**src/rtl/bk_adder_pipe.sv**
```systemverilog
// Pipelined Brent-Kung prefix adder/subtractor with valid/ready handshake.
// Register stages sit at evenly spread tree levels, or all at the output when OUT_REG_ONLY=1.
module bk_adder_pipe #(
    parameter int WIDTH        = 12,
    parameter int PIPE_STAGES  = 2,
    parameter int OUT_REG_ONLY = 0
) (
    input  logic             clk,
    input  logic             rst,
    input  logic             in_valid,
    output logic             in_ready,
    input  logic [WIDTH-1:0] in_a,
    input  logic [WIDTH-1:0] in_b,
    input  logic             in_cin,
    input  logic             in_sub,
    output logic             out_valid,
    input  logic             out_ready,
    output logic [WIDTH-1:0] out_sum,
    output logic             out_cout,
    output logic             out_ovf
);
    localparam int LOG = $clog2(WIDTH);
    localparam int N   = 1 << LOG;
    localparam int L   = 2 * LOG + 1;

    // hp keeps the per-bit half sum, since p is overwritten by group propagates in the tree
    typedef struct packed {
        logic [N-1:0]     g;
        logic [N-1:0]     p;
        logic [WIDTH-1:0] hp;
        logic             c0;
        logic             a_msb;
        logic             b_msb;
        logic [WIDTH-1:0] sum;
        logic             cout;
        logic             ovf;
    } node_t;

    function automatic bit reg_after(input int lvl);
        bit hit;
        hit = 1'b0;
        for (int k = 1; k <= PIPE_STAGES; k++) begin
            if ((k * L) / PIPE_STAGES == lvl) begin
                hit = 1'b1;
            end
        end
        return hit;
    endfunction

    logic  stall;
    node_t bnd [1:L];
    logic  vld [0:L];

    assign stall    = out_valid && !out_ready;
    assign in_ready = !stall;
    assign vld[0]   = in_valid;

    for (genvar j = 1; j <= L; j++) begin : g_lvl
        node_t lvl_d;

        if (j == 1) begin : g_gp
            logic [WIDTH-1:0] b_x;
            logic             c0;

            assign b_x = in_sub ? ~in_b : in_b;
            assign c0  = in_sub ? ~in_cin : in_cin;

            // carry-in folded into bit 0 so every prefix g is the carry out of its bit
            always_comb begin
                lvl_d                = '0;
                lvl_d.g[WIDTH-1:0]   = in_a & b_x;
                lvl_d.g[0]           = (in_a[0] & b_x[0]) | ((in_a[0] ^ b_x[0]) & c0);
                lvl_d.p[WIDTH-1:0]   = in_a ^ b_x;
                lvl_d.hp             = in_a ^ b_x;
                lvl_d.c0             = c0;
                lvl_d.a_msb          = in_a[WIDTH-1];
                lvl_d.b_msb          = b_x[WIDTH-1];
            end
        end else if (j <= LOG + 1) begin : g_up
            localparam int SPAN = 1 << (j - 1);
            localparam int HALF = SPAN / 2;
            node_t        x;
            logic [N-1:0] g_n;
            logic [N-1:0] p_n;

            assign x = bnd[j-1];

            for (genvar i = 0; i < N; i++) begin : g_bit
                if ((i + 1) % SPAN == 0) begin : g_op
                    assign g_n[i] = x.g[i] | (x.p[i] & x.g[i-HALF]);
                    assign p_n[i] = x.p[i] & x.p[i-HALF];
                end else begin : g_pass
                    assign g_n[i] = x.g[i];
                    assign p_n[i] = x.p[i];
                end
            end

            always_comb begin
                lvl_d   = x;
                lvl_d.g = g_n;
                lvl_d.p = p_n;
            end
        end else if (j < L) begin : g_down
            localparam int SPAN = N >> (j - LOG - 1);
            localparam int HALF = SPAN / 2;
            node_t        x;
            logic [N-1:0] g_n;
            logic [N-1:0] p_n;

            assign x = bnd[j-1];

            for (genvar i = 0; i < N; i++) begin : g_bit
                if (((i + 1) % SPAN == HALF) && (i >= SPAN)) begin : g_op
                    assign g_n[i] = x.g[i] | (x.p[i] & x.g[i-HALF]);
                    assign p_n[i] = x.p[i] & x.p[i-HALF];
                end else begin : g_pass
                    assign g_n[i] = x.g[i];
                    assign p_n[i] = x.p[i];
                end
            end

            always_comb begin
                lvl_d   = x;
                lvl_d.g = g_n;
                lvl_d.p = p_n;
            end
        end else begin : g_xor
            node_t            x;
            logic [WIDTH-1:0] carry;
            logic [WIDTH-1:0] sum_n;

            assign x     = bnd[j-1];
            assign carry = {x.g[WIDTH-2:0], x.c0};
            assign sum_n = x.hp ^ carry;

            always_comb begin
                lvl_d      = x;
                lvl_d.sum  = sum_n;
                lvl_d.cout = x.g[WIDTH-1];
                lvl_d.ovf  = (x.a_msb == x.b_msb) && (sum_n[WIDTH-1] != x.a_msb);
            end
        end

        if ((OUT_REG_ONLY == 0) && reg_after(j)) begin : g_reg
            node_t stage_q;
            logic  valid_q;

            always_ff @(posedge clk) begin
                if (rst) begin
                    stage_q <= '0;
                    valid_q <= 1'b0;
                end else if (!stall) begin
                    stage_q <= lvl_d;
                    valid_q <= vld[j-1];
                end
            end

            assign bnd[j] = stage_q;
            assign vld[j] = valid_q;
        end else begin : g_comb
            assign bnd[j] = lvl_d;
            assign vld[j] = vld[j-1];
        end
    end

    if (OUT_REG_ONLY != 0) begin : g_tail
        node_t tail   [0:PIPE_STAGES];
        logic  tail_v [0:PIPE_STAGES];

        assign tail[0]   = bnd[L];
        assign tail_v[0] = vld[L];

        for (genvar k = 1; k <= PIPE_STAGES; k++) begin : g_stage
            node_t stage_q;
            logic  valid_q;

            always_ff @(posedge clk) begin
                if (rst) begin
                    stage_q <= '0;
                    valid_q <= 1'b0;
                end else if (!stall) begin
                    stage_q <= tail[k-1];
                    valid_q <= tail_v[k-1];
                end
            end

            assign tail[k]   = stage_q;
            assign tail_v[k] = valid_q;
        end

        assign out_valid = tail_v[PIPE_STAGES];
        assign out_sum   = tail[PIPE_STAGES].sum;
        assign out_cout  = tail[PIPE_STAGES].cout;
        assign out_ovf   = tail[PIPE_STAGES].ovf;
    end else begin : g_direct
        assign out_valid = vld[L];
        assign out_sum   = bnd[L].sum;
        assign out_cout  = bnd[L].cout;
        assign out_ovf   = bnd[L].ovf;
    end

endmodule

```
**config.mk**
```make
export PLATFORM = sky130hd
export DESIGN_NAME = bk_adder_pipe
export DESIGN_NICKNAME = d
export VERILOG_FILES = /design/src/rtl/bk_adder_pipe.sv
export SDC_FILE = /design/constraint.sdc
export NUM_CORES = 1
export LEC_CHECK = 0
export CORE_MARGIN = 10
export CORE_UTILIZATION = 40
export CTS_CLUSTER_SIZE = 16
export DETAILED_ROUTE_END_ITERATION = 10
export DONT_BUFFER_PORTS = 1
export HOLD_SLACK_MARGIN = 0.05
export PLACE_DENSITY = 0.54
export SYNTH_ARGS = -nofsm -noshare
export SYNTH_HDL_FRONTEND = slang
export SYNTH_SLANG_ARGS = --single-unit
export TNS_END_PERCENT = 50
```
**constraint.sdc**
```tcl
create_clock -name clk -period 2.9 [get_ports clk]
set_input_delay 0.725 -clock clk [delete_from_list [all_inputs] [get_ports clk]]
set_output_delay 0.725 -clock clk [all_outputs]
set_load 0.05 [all_outputs]
```
Word level (Yosys, flattened, before mapping)

Index checks and enable logic that the tools add are counted.

Logic and storage cells: 74
Flip-flop bits (word level): 55
Input bits: 30

Reduce and logical (&&, ||, !) cells: 4
Mux-type cells: 2
Bitwise operators: 55
Equality and inequality tests: 2

Operators with widths:

| kind                  | number |
|---|---|
| 1-bit AND             | 30 |
| 12-bit bitwise XOR    | 2 |
| 1-bit OR              | 19 |
| 12-bit AND            | 1 |
| 12-bit 2-to-1 mux     | 1 |
| 12-bit inverter       | 1 |
| 1-bit logical AND     | 2 |
| 1-bit zero test       | 2 |
| 1-bit equality test   | 1 |
| 1-bit 2-to-1 mux      | 1 |
| 1-bit inequality test | 1 |
| 1-bit inverter        | 1 |
| 1-bit bitwise XOR     | 1 |

Logic depth before layout (Yosys ltp)

Word-level depth: 11
Gate-level depth with buffers: 8
Gate-level depth less buffers: 6

Worst setup path after synthesis

Ideal clock, no wire load.

Kind: input to register
From: input in_sub
To: register g_lvl[4].g_reg.stage_q (netlist bit bnd[113])
Stages: 8
Setup slack: 0.483 ns
Path buffers: 2
Arrival: 2.301 ns
Setup time: 0.116 ns
Data required time: 2.784 ns
Cell sequence: buf_2 buf_2 xor2_1 ha_1 and4_1 and2_1 o31a_1 a41o_1

RTL lines:

| what                   | RTL line | text |
|---|---|---|
| start: declaration     | 15       | `input logic in_sub,` |
| end signal: assignment | 153      | `stage_q <= lvl_d;` |
| end: declaration       | 145      | `node_t stage_q;` |

Worst setup path after layout

From: register g_lvl[9].g_reg.valid_q (netlist: out_valid)
To: output in_ready

Cells in the longest elaborated chain, start to end: 2

Ends and longest elaborated chain:

| what                     | RTL line | text |
|---|---|---|
| start: declaration       | 146      | `logic valid_q;` |
| start signal: assignment | 154      | `valid_q <= vld[j-1];` |
| 1-bit logical AND        | 54       | `assign stall = out_valid && !out_ready;` |
| 1-bit zero test          | --       |  |
| end: declaration         | 11       | `output logic in_ready,` |

No other way between the ends.

==> results.md <==
| Result | Value |
| --- | --- |
| Placed cell areas | 2170 sq um |
| Final hold vios | 0 |
| Number of setup buffers added after CTS | 0 |
| PD cells | 663 nW/um^2 |
| Synthesized area | 2240 sq um |
| Detailed-route wire length | 4.82 mm |
| Fraction of synthesis flops using an asynchronous set or reset pin | 0% |
| Placed Instances | 318 |
| CP startpoint kind | flip-flop |
| Period Utilization, post-route | 72.5% |
| Total grt overflow | 0 |
| Switching fraction of total power | 30.0% |
| Critical-path maximum fanout | 9 |
| Run status | finished, final reports clean |
| Final Net Count | 300 |
| Synthesis-stage register bit count | 46 |
| Height of the die | 94.9 microns |
| DIE AREA | 9000 sq um |
| Largest voltage drop on the vdd net | 0.214 mV |
| Synthesis-to-finish area growth | 1.73% |
| Net switching power | 0.454 mW |
| Post-cts hold buffer count | 0 |
| Number of primary I/O pins | 46 |
| Transition at the pin with the smallest max-transition slack | 537 ps |
| Antenna cell count | 0 |
| Vias in the first global route | 1557 |
| Clock tree from TritonCTS | built |
| Number of placement rows | 27 |
| Num CTS Buffers | 5 |
| Mean cell area of the mapped netlist | 8.21 sq um |
| Nature of the critical path endpoint | output port |
| Detail-routed via count per cell | 5.04 |
| Die X | 94.9 microns |
| Critical setup path kind | reg2out |
| Adder and majority gate portion of the synthesized area | 9.49% |
| Final setup viols | 0 |
| Global-route wire length before repair | 8.01 mm |
| Core area | 5470 sq um |
| FMAX | 476 MHz |
| Number of input and output port buffers inserted | 0 |
| Classification of the worst-slack hold path | reg2reg |
| Via total after detailed routing | 1643 |
| Final Max Tran Viols | 0 |
| Placed wire-length estimate | 3.37 mm |
| Arrival @ worst endpoint | 1380 ps |
| Fraction of power consumed by sequential logic | 54.5% |
| Weighted congestion at the end of routability-driven global placement | 0.765 |
| Worst rel slew slack | 64.2% |
| Dominant synthesized flop cell | dfxtp_1 |
| Sequential share of the synthesized area | 41.1% |
| Hold slack | 447 ps |
| Violation count after the first detailed-routing iteration | 152 |
| Pre-CTS setup slack | 790 ps |
| Total chip power | 1.51 mW |
| Maximum single-stage delay on the critical path | 650 ps |
| Wire per inst | 14.8 microns |
| Critical-path top delay cell | dfxtp_1 |
| Pin count of the biggest net entering global routing | 47 |
| Dominant combinational cell family by area after synthesis | simple AND/OR/NAND/NOR gates |
| Clock latency on the worst-skew pair | 300 ps |
| # resized after CTS | 0 |
| Buffers from clock root to sink, at most | 2 |
| Post-route standard cell area excluding fillers | 2280 sq um |
| Multiplexer fraction of the synthesized cell area | 0% |
| Overall global routing resource usage | 11.2% |
| Final cell count without fillers | 326 |
| Number of max-capacitance violations reported | 0 |
| Cells along the critical path | nor2b_4 -> inv_2 |
| Final standard cell utilization of the core | 41.7% |
| Area fraction in and, or, nand and nor cells after synthesis | 19.9% |
| Leakage power summed over all cells | 0.963 nW |
| Number of routed nets with antenna violations | 0 |
| Final critical delay including setup and external delays | 2100 ps |
| Part of the total power dissipated in combinational logic | 14.3% |
| Xor/xnor share of the synthesized area | 6.25% |
| Most frequent standard cell in the layout excluding fill and tap cells | nand2_1 |
| Setup clock skew after layout | 4.91 ps |
| Total number of H-tree levels | 2 |
| Cell type group with the largest total delay on the critical path | flip-flops |
| Mapped Cells | 273 |
| Yosys synthesis warning count | 0 |
| Pint | 1.06 mW |
| Clock transition at path regs | 80 ps |
| WP data required | 2170 ps |
| Post-Syn Nets | 320 |
| Clock tree root driver cell | clkbuf_8 |
| Post-synthesis cell type count | 31 |
| Antenna violations before repair | 0 |
| RSZ-0062 raised after global routing | no |
| Share of power burned in the clock network | 31.2% |
| Clock sinks | 46 |
| DR DRC count | 0 |
| First-pass iteration count of the detailed router | 5 |
| Filler instances | 570 |
| Final setup TNS | 0 ps |
| Number of flops mapped to enable cells by yosys | 0 |
| Area fraction in compound gates after synthesis | 14.9% |
| Initial core utilization | 40.9% |
| Commonest cells after routing, fill and taps aside | 59 x nand2_1, 46 x dfxtp_1, 35 x a21oi_1, 21 x nor2_1, 17 x ha_1 |
| Min setup slack post-route | 798 ps |
| Layout cells sized above 1 | 3.94% |
| CP Buf/Inv Count | 1 |
Yosys cell counts, drive strengths merged (4+ instances only):
cell    instances  area (sq um)
nand3           8          40.0
buf            23           150
a211oi          8          60.1
a21oi          35           175
nor3            5          25.0
xnor2           4          35.0
xor2           12           105
ha             17           213
o21ai           6          30.0
dfxtp          46           921
or3             4          25.0
nor2           21          78.8
clkbuf          6          22.5
nand2          59           221
worst register-to-register path, delay by kind of cell (launching register included):
family / cells / cell delay (ps)
DFF: 1 / 650
AOI/OAI and AO/OA: 3 / 480
buffers and inverters: 1 / 400
and+or+nand+nor: 1 / 260
final timing paths:
check / from / end / slack (ps) / cells past startpoint
max: out_valid / in_ready / 800 / 2
max reg2reg: out_valid / bnd[113] / 1000 / 5
min: bnd[217] / bnd[217] / 450 / 2
min reg2reg: bnd[217] / bnd[217] / 450 / 2
logic make-up (layout without fill, tap and decap cells):
logic type / count (synthesis) / count (layout)
and+or+nand+nor: 104 / 104
AOI/OAI and AO/OA: 57 / 57
DFF: 46 / 46
buffers and inverters: 33 / 14
adders and majority gates: 17 / 17
xor gates and xnor gates: 16 / 16
sequential cells by signal, indices dropped and copies added (netlist names):
signal / flops
bnd: 30
g_lvl.g_reg.valid_q: 1
out_cout: 1
out_ovf: 1
out_sum: 12
out_valid: 1
metal layers:
layer,global-route usage [%],up-vias,routed length (microns)
li1,-,866,-
met1,14.7,736,2310
met2,16.0,37,2100
met3,4.92,4,367
met4,3.74,0,51
met5,0,-,0
final cells by class:
class / instances / area, sq um / share of cell area [%]
Sequential cell: 46 / 921 / 40.4
Inverter: 4 / 15.0 / 0.659
Timing Repair Buffer: 2 / 15.0 / 0.659
Multi-Input combinational cell: 194 / 1130 / 49.7
Clock inverter: 1 / 30.0 / 1.32
Clock buffer: 7 / 76.3 / 3.35
Tap cell: 72 / 90.1 / 3.95
power by group through the flow:
stage | sequential [mW] | clock [mW] | combinational [mW]
after floorplan | 0.752 | 0 | 0.294
after global placement | 0.840 | 0 | 0.216
after detailed placement | 0.841 | 0 | 0.217
after CTS | 0.826 | 0.489 | 0.219
after global routing | 0.834 | 0.515 | 0.255
final | 0.824 | 0.471 | 0.216
(Power assumes the default switching activity.)
